$ cat src/rtl/decode_pkg.sv
// rtl/decode_pkg.sv - opcodes, control bundle and branch-select encoding for the pipelined decoder
package decode_pkg;

    localparam logic [6:0] OP_R      = 7'b0110011;
    localparam logic [6:0] OP_I      = 7'b0010011;
    localparam logic [6:0] OP_LOAD   = 7'b0000011;
    localparam logic [6:0] OP_STORE  = 7'b0100011;
    localparam logic [6:0] OP_BRANCH = 7'b1100011;
    localparam logic [6:0] OP_JAL    = 7'b1101111;
    localparam logic [6:0] OP_JALR   = 7'b1100111;
    localparam logic [6:0] OP_LUI    = 7'b0110111;
    localparam logic [6:0] OP_AUIPC  = 7'b0010111;
    localparam logic [6:0] OP_IMM32  = 7'b0011011;
    localparam logic [6:0] OP_32     = 7'b0111011;

    typedef enum logic [2:0] {
        BR_EQ  = 3'd0,
        BR_NE  = 3'd1,
        BR_LT  = 3'd2,
        BR_GE  = 3'd3,
        BR_LTU = 3'd4,
        BR_GEU = 3'd5
    } branch_sel_t;

    typedef struct packed {
        logic        reg_write;
        logic        mem_write;
        logic        branch;
        logic        jump;
        logic        control_e_adder;
        logic        word_op;
        logic [2:0]  alu_src_b;
        logic [1:0]  result_src;
        logic [1:0]  alu_op;
        branch_sel_t branch_sel;
        logic [2:0]  imm_src;
    } ctrl_t;

    localparam ctrl_t CTRL_BUBBLE = '0;

    function automatic branch_sel_t branch_sel_of(input logic [2:0] funct3);
        case (funct3)
            3'b001:  return BR_NE;
            3'b100:  return BR_LT;
            3'b101:  return BR_GE;
            3'b110:  return BR_LTU;
            3'b111:  return BR_GEU;
            default: return BR_EQ;
        endcase
    endfunction

endpackage

$ cat src/rtl/decode_ctrl_comb.sv
// rtl/decode_ctrl_comb.sv - combinational opcode/funct3 to control bundle decode with operand-use flags
module decode_ctrl_comb
    import decode_pkg::*;
#(
    parameter int XLEN = 32
) (
    input  logic [6:0] i_opcode,
    input  logic [2:0] i_funct3,
    output ctrl_t      o_ctrl,
    output logic       o_uses_rs1,
    output logic       o_uses_rs2,
    output logic       o_illegal
);

    logic w_known;

    always_comb begin
        o_ctrl     = CTRL_BUBBLE;
        o_uses_rs2 = 1'b0;
        w_known    = 1'b1;
        case (i_opcode)
            OP_R: begin
                o_ctrl.reg_write = 1'b1;
                o_ctrl.alu_op    = 2'b10;
                o_uses_rs2       = 1'b1;
            end
            OP_I: begin
                o_ctrl.reg_write = 1'b1;
                o_ctrl.alu_src_b = 3'b010;
                o_ctrl.alu_op    = 2'b10;
                o_ctrl.imm_src   = (i_funct3 == 3'b001 || i_funct3 == 3'b101) ? 3'b011 : 3'b000;
            end
            OP_LOAD: begin
                o_ctrl.reg_write  = 1'b1;
                o_ctrl.alu_src_b  = 3'b010;
                o_ctrl.result_src = 2'b01;
            end
            OP_STORE: begin
                o_ctrl.mem_write = 1'b1;
                o_ctrl.alu_src_b = 3'b010;
                o_ctrl.imm_src   = 3'b010;
                o_uses_rs2       = 1'b1;
            end
            OP_BRANCH: begin
                o_ctrl.branch     = 1'b1;
                o_ctrl.alu_op     = 2'b01;
                o_ctrl.imm_src    = 3'b001;
                o_ctrl.branch_sel = branch_sel_of(i_funct3);
                o_uses_rs2        = 1'b1;
            end
            OP_JAL: begin
                o_ctrl.reg_write  = 1'b1;
                o_ctrl.jump       = 1'b1;
                o_ctrl.result_src = 2'b10;
                o_ctrl.imm_src    = 3'b101;
            end
            OP_JALR: begin
                o_ctrl.reg_write       = 1'b1;
                o_ctrl.jump            = 1'b1;
                o_ctrl.result_src      = 2'b10;
                o_ctrl.control_e_adder = 1'b1;
            end
            OP_LUI, OP_AUIPC: begin
                o_ctrl.reg_write = 1'b1;
                o_ctrl.alu_src_b = 3'b110;
                o_ctrl.alu_op    = (i_opcode == OP_AUIPC) ? 2'b11 : 2'b10;
                o_ctrl.imm_src   = 3'b100;
            end
            OP_IMM32: begin
                if (XLEN == 64) begin
                    o_ctrl.reg_write = 1'b1;
                    o_ctrl.word_op   = 1'b1;
                    o_ctrl.alu_src_b = 3'b010;
                    o_ctrl.alu_op    = 2'b10;
                    o_ctrl.imm_src   = (i_funct3 == 3'b001 || i_funct3 == 3'b101) ? 3'b011 : 3'b000;
                end else begin
                    w_known = 1'b0;
                end
            end
            OP_32: begin
                if (XLEN == 64) begin
                    o_ctrl.reg_write = 1'b1;
                    o_ctrl.word_op   = 1'b1;
                    o_ctrl.alu_op    = 2'b10;
                    o_uses_rs2       = 1'b1;
                end else begin
                    w_known = 1'b0;
                end
            end
            default: w_known = 1'b0;
        endcase
    end

    assign o_uses_rs1 = !(i_opcode == OP_LUI || i_opcode == OP_AUIPC || i_opcode == OP_JAL);

    // opcode[1:0] is the compressed-encoding marker; branch funct3 010/011 is unassigned
    assign o_illegal = (i_opcode[1:0] != 2'b11) || !w_known ||
                       (i_opcode == OP_BRANCH && i_funct3[2:1] == 2'b01);

endmodule

$ cat src/rtl/pipelined_control_decoder.sv
// rtl/pipelined_control_decoder.sv - ID/EX control register with load-use stall; illegal tracking under DECODE_ILLEGAL_TRAP_EN
module pipelined_control_decoder
    import decode_pkg::*;
#(
    parameter int XLEN  = 32,
    parameter int CNT_W = 8
) (
    input  logic             clk,
    input  logic             reset,
    input  logic [31:0]      instr_d,
    input  logic             valid_d,
    input  logic             flush_e,
    input  logic             hold_e,
    output logic             stall_fd,
    output logic             valid_e,
    output logic             reg_write_e,
    output logic             mem_write_e,
    output logic             branch_e,
    output logic             jump_e,
    output logic             control_e_adder_e,
    output logic             word_op_e,
    output logic [2:0]       alu_src_b_e,
    output logic [1:0]       result_src_e,
    output logic [1:0]       alu_op_e,
    output logic [2:0]       branch_sel_e,
    output logic [2:0]       imm_src_e,
    output logic [4:0]       rd_e,
    output logic [4:0]       rs1_e,
    output logic [4:0]       rs2_e,
    output logic [2:0]       funct3_e,
    output logic             illegal_e,
    output logic [CNT_W-1:0] illegal_count
);

    ctrl_t       w_dec_ctrl;
    ctrl_t       w_load_ctrl;
    logic        w_uses_rs1;
    logic        w_uses_rs2;
    logic        w_dec_illegal;
    logic        w_lu;
    logic        w_en;
    logic        w_bubble;
    logic        w_unused;

    ctrl_t       r_ctrl;
    logic        r_valid;
    logic [4:0]  r_rd;
    logic [4:0]  r_rs1;
    logic [4:0]  r_rs2;
    logic [2:0]  r_funct3;

    decode_ctrl_comb #(.XLEN(XLEN)) u_dec (
        .i_opcode   (instr_d[6:0]),
        .i_funct3   (instr_d[14:12]),
        .o_ctrl     (w_dec_ctrl),
        .o_uses_rs1 (w_uses_rs1),
        .o_uses_rs2 (w_uses_rs2),
        .o_illegal  (w_dec_illegal)
    );

    assign w_lu = r_valid && (r_ctrl.result_src == 2'b01) && (r_rd != 5'd0) && valid_d &&
                  ((w_uses_rs1 && instr_d[19:15] == r_rd) || (w_uses_rs2 && instr_d[24:20] == r_rd));

    assign stall_fd = w_lu && !flush_e;

    // flush beats hold; hold beats the load-use bubble so the stall persists until release
    assign w_en     = flush_e || !hold_e;
    assign w_bubble = flush_e || w_lu || !valid_d;

    always_comb begin
        w_load_ctrl = w_dec_ctrl;
`ifdef DECODE_ILLEGAL_TRAP_EN
        if (w_dec_illegal) begin
            w_load_ctrl.reg_write = 1'b0;
            w_load_ctrl.mem_write = 1'b0;
            w_load_ctrl.branch    = 1'b0;
            w_load_ctrl.jump      = 1'b0;
        end
`endif
    end

    always_ff @(posedge clk) begin
        if (reset) begin
            r_valid  <= 1'b0;
            r_ctrl   <= CTRL_BUBBLE;
            r_rd     <= 5'd0;
            r_rs1    <= 5'd0;
            r_rs2    <= 5'd0;
            r_funct3 <= 3'd0;
        end else if (w_en) begin
            if (w_bubble) begin
                r_valid  <= 1'b0;
                r_ctrl   <= CTRL_BUBBLE;
                r_rd     <= 5'd0;
                r_rs1    <= 5'd0;
                r_rs2    <= 5'd0;
                r_funct3 <= 3'd0;
            end else begin
                r_valid  <= 1'b1;
                r_ctrl   <= w_load_ctrl;
                r_rd     <= instr_d[11:7];
                r_rs1    <= instr_d[19:15];
                r_rs2    <= instr_d[24:20];
                r_funct3 <= instr_d[14:12];
            end
        end
    end

`ifdef DECODE_ILLEGAL_TRAP_EN
    logic             r_illegal;
    logic [CNT_W-1:0] r_illegal_count;

    always_ff @(posedge clk) begin
        if (reset) begin
            r_illegal       <= 1'b0;
            r_illegal_count <= '0;
        end else if (w_en) begin
            r_illegal <= !w_bubble && w_dec_illegal;
            if (!w_bubble && w_dec_illegal && r_illegal_count != {CNT_W{1'b1}})
                r_illegal_count <= r_illegal_count + 1'b1;
        end
    end

    assign illegal_e     = r_illegal;
    assign illegal_count = r_illegal_count;
    assign w_unused      = ^instr_d[31:25];
`else
    assign illegal_e     = 1'b0;
    assign illegal_count = '0;
    assign w_unused      = ^{instr_d[31:25], w_dec_illegal};
`endif

    assign valid_e           = r_valid;
    assign reg_write_e       = r_ctrl.reg_write;
    assign mem_write_e       = r_ctrl.mem_write;
    assign branch_e          = r_ctrl.branch;
    assign jump_e            = r_ctrl.jump;
    assign control_e_adder_e = r_ctrl.control_e_adder;
    assign word_op_e         = r_ctrl.word_op;
    assign alu_src_b_e       = r_ctrl.alu_src_b;
    assign result_src_e      = r_ctrl.result_src;
    assign alu_op_e          = r_ctrl.alu_op;
    assign branch_sel_e      = r_ctrl.branch_sel;
    assign imm_src_e         = r_ctrl.imm_src;
    assign rd_e              = r_rd;
    assign rs1_e             = r_rs1;
    assign rs2_e             = r_rs2;
    assign funct3_e          = r_funct3;

endmodule
$ cat config.mk
export PLATFORM = sky130hd
export DESIGN_NAME = pipelined_control_decoder
export DESIGN_NICKNAME = d
export VERILOG_FILES = /design/src/rtl/decode_pkg.sv /design/src/rtl/decode_ctrl_comb.sv /design/src/rtl/pipelined_control_decoder.sv
export SDC_FILE = /design/constraint.sdc
export NUM_CORES = 1
export LEC_CHECK = 0
export ABC_AREA = 1
export CELL_PAD_IN_SITES_DETAIL_PLACEMENT = 0
export CELL_PAD_IN_SITES_GLOBAL_PLACEMENT = 1
export CORE_UTILIZATION = 28
export DETAILED_ROUTE_END_ITERATION = 7
export HOLD_SLACK_MARGIN = 0.03
export PLACE_DENSITY_LB_ADDON = 0.1
export SYNTH_ARGS = -nofsm -noshare
export SYNTH_HDL_FRONTEND = slang
export SYNTH_SLANG_ARGS = --single-unit
$ cat constraint.sdc
create_clock -name clk -period 1.65 [get_ports clk]
set_input_delay 0.4125 -clock clk [delete_from_list [all_inputs] [get_ports clk]]
set_output_delay 0.4125 -clock clk [all_outputs]
set_load 0.01 [all_outputs]
==> metrics.txt <==
status=complete, but fails checks; failing checks=setup timing; Ant. Diodes=0; CTS sink cnt=35; Crit. End Element=output port; placed cell count=454; largest net degree at the start of global routing=36; Max Transition Viols Final=0; Yosys top cell area share=32.8%; Synth top cells by count=nand2_1 (63), dfxtp_1 (35), nand3_2 (30); CTS max path bufs=2; layout cells sized above 1=41.9%; Worst VDD drop=0.000253 V; CP Launch Type=input port; Worst-Skew Late Latency=0.28 ns; clock-pin slew on the worst setup and hold paths=0.07 ns; Avg WL per Cell=12.1 um; DP Worst Slack=-1.03 ns; Crit Path Max Fanout=2; Synth Flop Type=dfxtp_1; I/O pins=85; Synth Area in Simple Gates=36.8%; Avg Inst Size Synth=8.09 um2; top post-synthesis cells by area=dfxtp_1 (33%), nand3_2 (14%), a21oi_2 (12%); adder and majority gate portion of the synthesized area=0%; global route overflow=0; Pwr Total=1.97 mW; Core Area=0.00729 mm2; Yosys cell types=30; period utilization=112%; Iter 0 DRT Violations=44; HP Class=flip-flop to flip-flop; final wirelength=5.57 mm; IO buf count=66; DR vias/cell=4.24; Synth Area in XOR/XNOR=2.05%; first-pass GRT wire length=8.92 mm; post-synthesis mux area share=0%; R2R cell count=9; Area Overhead vs Synth=53.5%; final setup fails=2; Ys Warns=0; Seq/Total Area, Yosys=32.8%; root buffer cell=clkbuf_8; Mapped Area=0.00213 mm2; Finished Layout Cells=462; Final Instance Area=0.00328 mm2; CTS tree=done; FMAX=0.542 GHz; setup ws final=-0.194 ns; Initial Utilization=29.3%; routed via count=1959; Power Dens Cells=602 mW/mm2; RSZ-0062 raised after global routing=true; die width=89.3 um; Req. time, crit path=1.24 ns; Storage cell area=719 um2; full die area=0.00798 mm2; Final Util=44.9%; via count of the first global-routing pass=1855; Worst Setup Path Type=input port to output port; hpwl dp=4.02 mm; routability cong.=0.786; H-tree levels=2; largest family of logic cells by synthesized area=simple AND/OR/NAND/NOR gates; Post-layout nets=399; CTS Buf Count=5; EDFF count, synth=0; Multi-input gate area=0.00125 mm2; chip height=89.3 um; Worst Skew=0.00565 ns; Global Route Usage Sum=14.7%; max_cap viols=0; Mapped Cells=264; Post-DP Area=0.00314 mm2; register bit total from synthesis=35; count leader, synth=nand2_1; Cells on Worst Hold Path=2; fill cell count=792; standard-cell rows=31; cell taking the most area after synthesis=dfxtp_1; Final ANT Viol Nets=0; Fin. Hold Viols=0; Lkg Pwr=1.36 nW; Period minus WS final=1.84 ns; Synth Area in Compound Gates=14.2%; Worst Path Arrival=1.43 ns; Detailed Routing Iterations Pass 1=4; initial antenna violation count=0; Hold Buf Count CTS=0; Async SR Flop Fraction=0%; # DRC=0
area by class of cell:
type | instances | share of cell area (%)
repair buffers | 106 | 28.9
multi-input cells | 187 | 38.3
inverters | 27 | 3.48
well taps | 99 | 3.78
flip-flops and latches | 35 | 22.0
clock inverters | 2 | 1.07
clock buffers | 6 | 2.52
metrics by stage:
step	TNS [ns]	hold slack [ns]
after CTS	-3.94	0.466
final	-0.205	0.463
after global placement	-28.60	0.454
after floorplan	-0.0140	0.489
after detailed placement	-28.43	0.454
after global routing	-4.03	0.480
critical path, stage by stage:
cell	delay (ns)
clkdlybuf4s15_1	0.23
xnor2_2	0.17
nand2_1	0.07
nor2_2	0.12
nand3_2	0.10
nand2_4	0.10
nand2_8	0.06
nor2_4	0.07
buf_6	0.10
routing by layer:
metal  wire, um  up-vias  global-route usage (%)
li1           -     1037                       -
met1       2860      867                    20.8
met2       2370       50                    22.7
met3        308        5                    3.42
met4         32        0                    3.46
met5          0        -                       0
repair_timing:
| item | CTS | global route |
|---|---|---|
| gates resized for setup | 73 | 11 |
| pin swaps | 18 | 5 |
| setup endpoints to repair | 45 | 38 |
| buffers inserted | 0 | 0 |
kinds of logic (layout without fill, tap and decap cells):
kind of cell	Yosys count	in the layout
other cells	1	11
compound gates	38	38
buf+inv	52	141
flops	35	35
simple gates	133	133
xor+xnor	5	5
registers in the layout, indices dropped and copies added, names as in the netlist, 2 cells and up:
name	cells
rs1_e	5
alu_src_b_e	2
rd_e	5
funct3_e	3
alu_op_e	2
branch_sel_e	3
rs2_e	5
imm_src_e	3
cell usage in the layout (no fill, tap or decap), drive strengths merged:
cell / Yosys / layout
nand2: 67 / 67
buf: 19 / 48
nand3: 43 / 43
a21oi: 36 / 36
clkdlybuf4s50: 0 / 35
dfxtp: 35 / 35
inv: 27 / 27
dlygate4sd2: 0 / 15
nor2: 12 / 12
conb: 1 / 11
clkbuf: 6 / 7
nand4: 5 / 5
clkdlybuf4s15: 0 / 5
xnor2: 5 / 5
nor3: 3 / 3
dlymetal6s2s: 0 / 2
nor3b: 1 / 1
o211ai: 1 / 1
or2: 1 / 1
a211oi: 1 / 1
and3: 1 / 1
clkinv: 0 / 1
bufinv: 0 / 1
power breakdown:
part,switching (mW),total (mW),internal [mW]
logic,0.165,0.308,0.143
clock network,0.319,0.808,0.489
registers,0.00800,0.856,0.848
total,0.492,1.97,1.48
path summary, 6_finish.rpt:
check | from | slack (ns) | endpoint
min | rs1_e[0] | 0.46 | rs1_e[0]
min reg2reg | rs1_e[0] | 0.46 | rs1_e[0]
max reg2reg | rd_e[0] | -0.01 | rs1_e[1]
max | instr_d[17] | -0.19 | stall_fd
No activity file was read; power rests on OpenSTA's default activity.
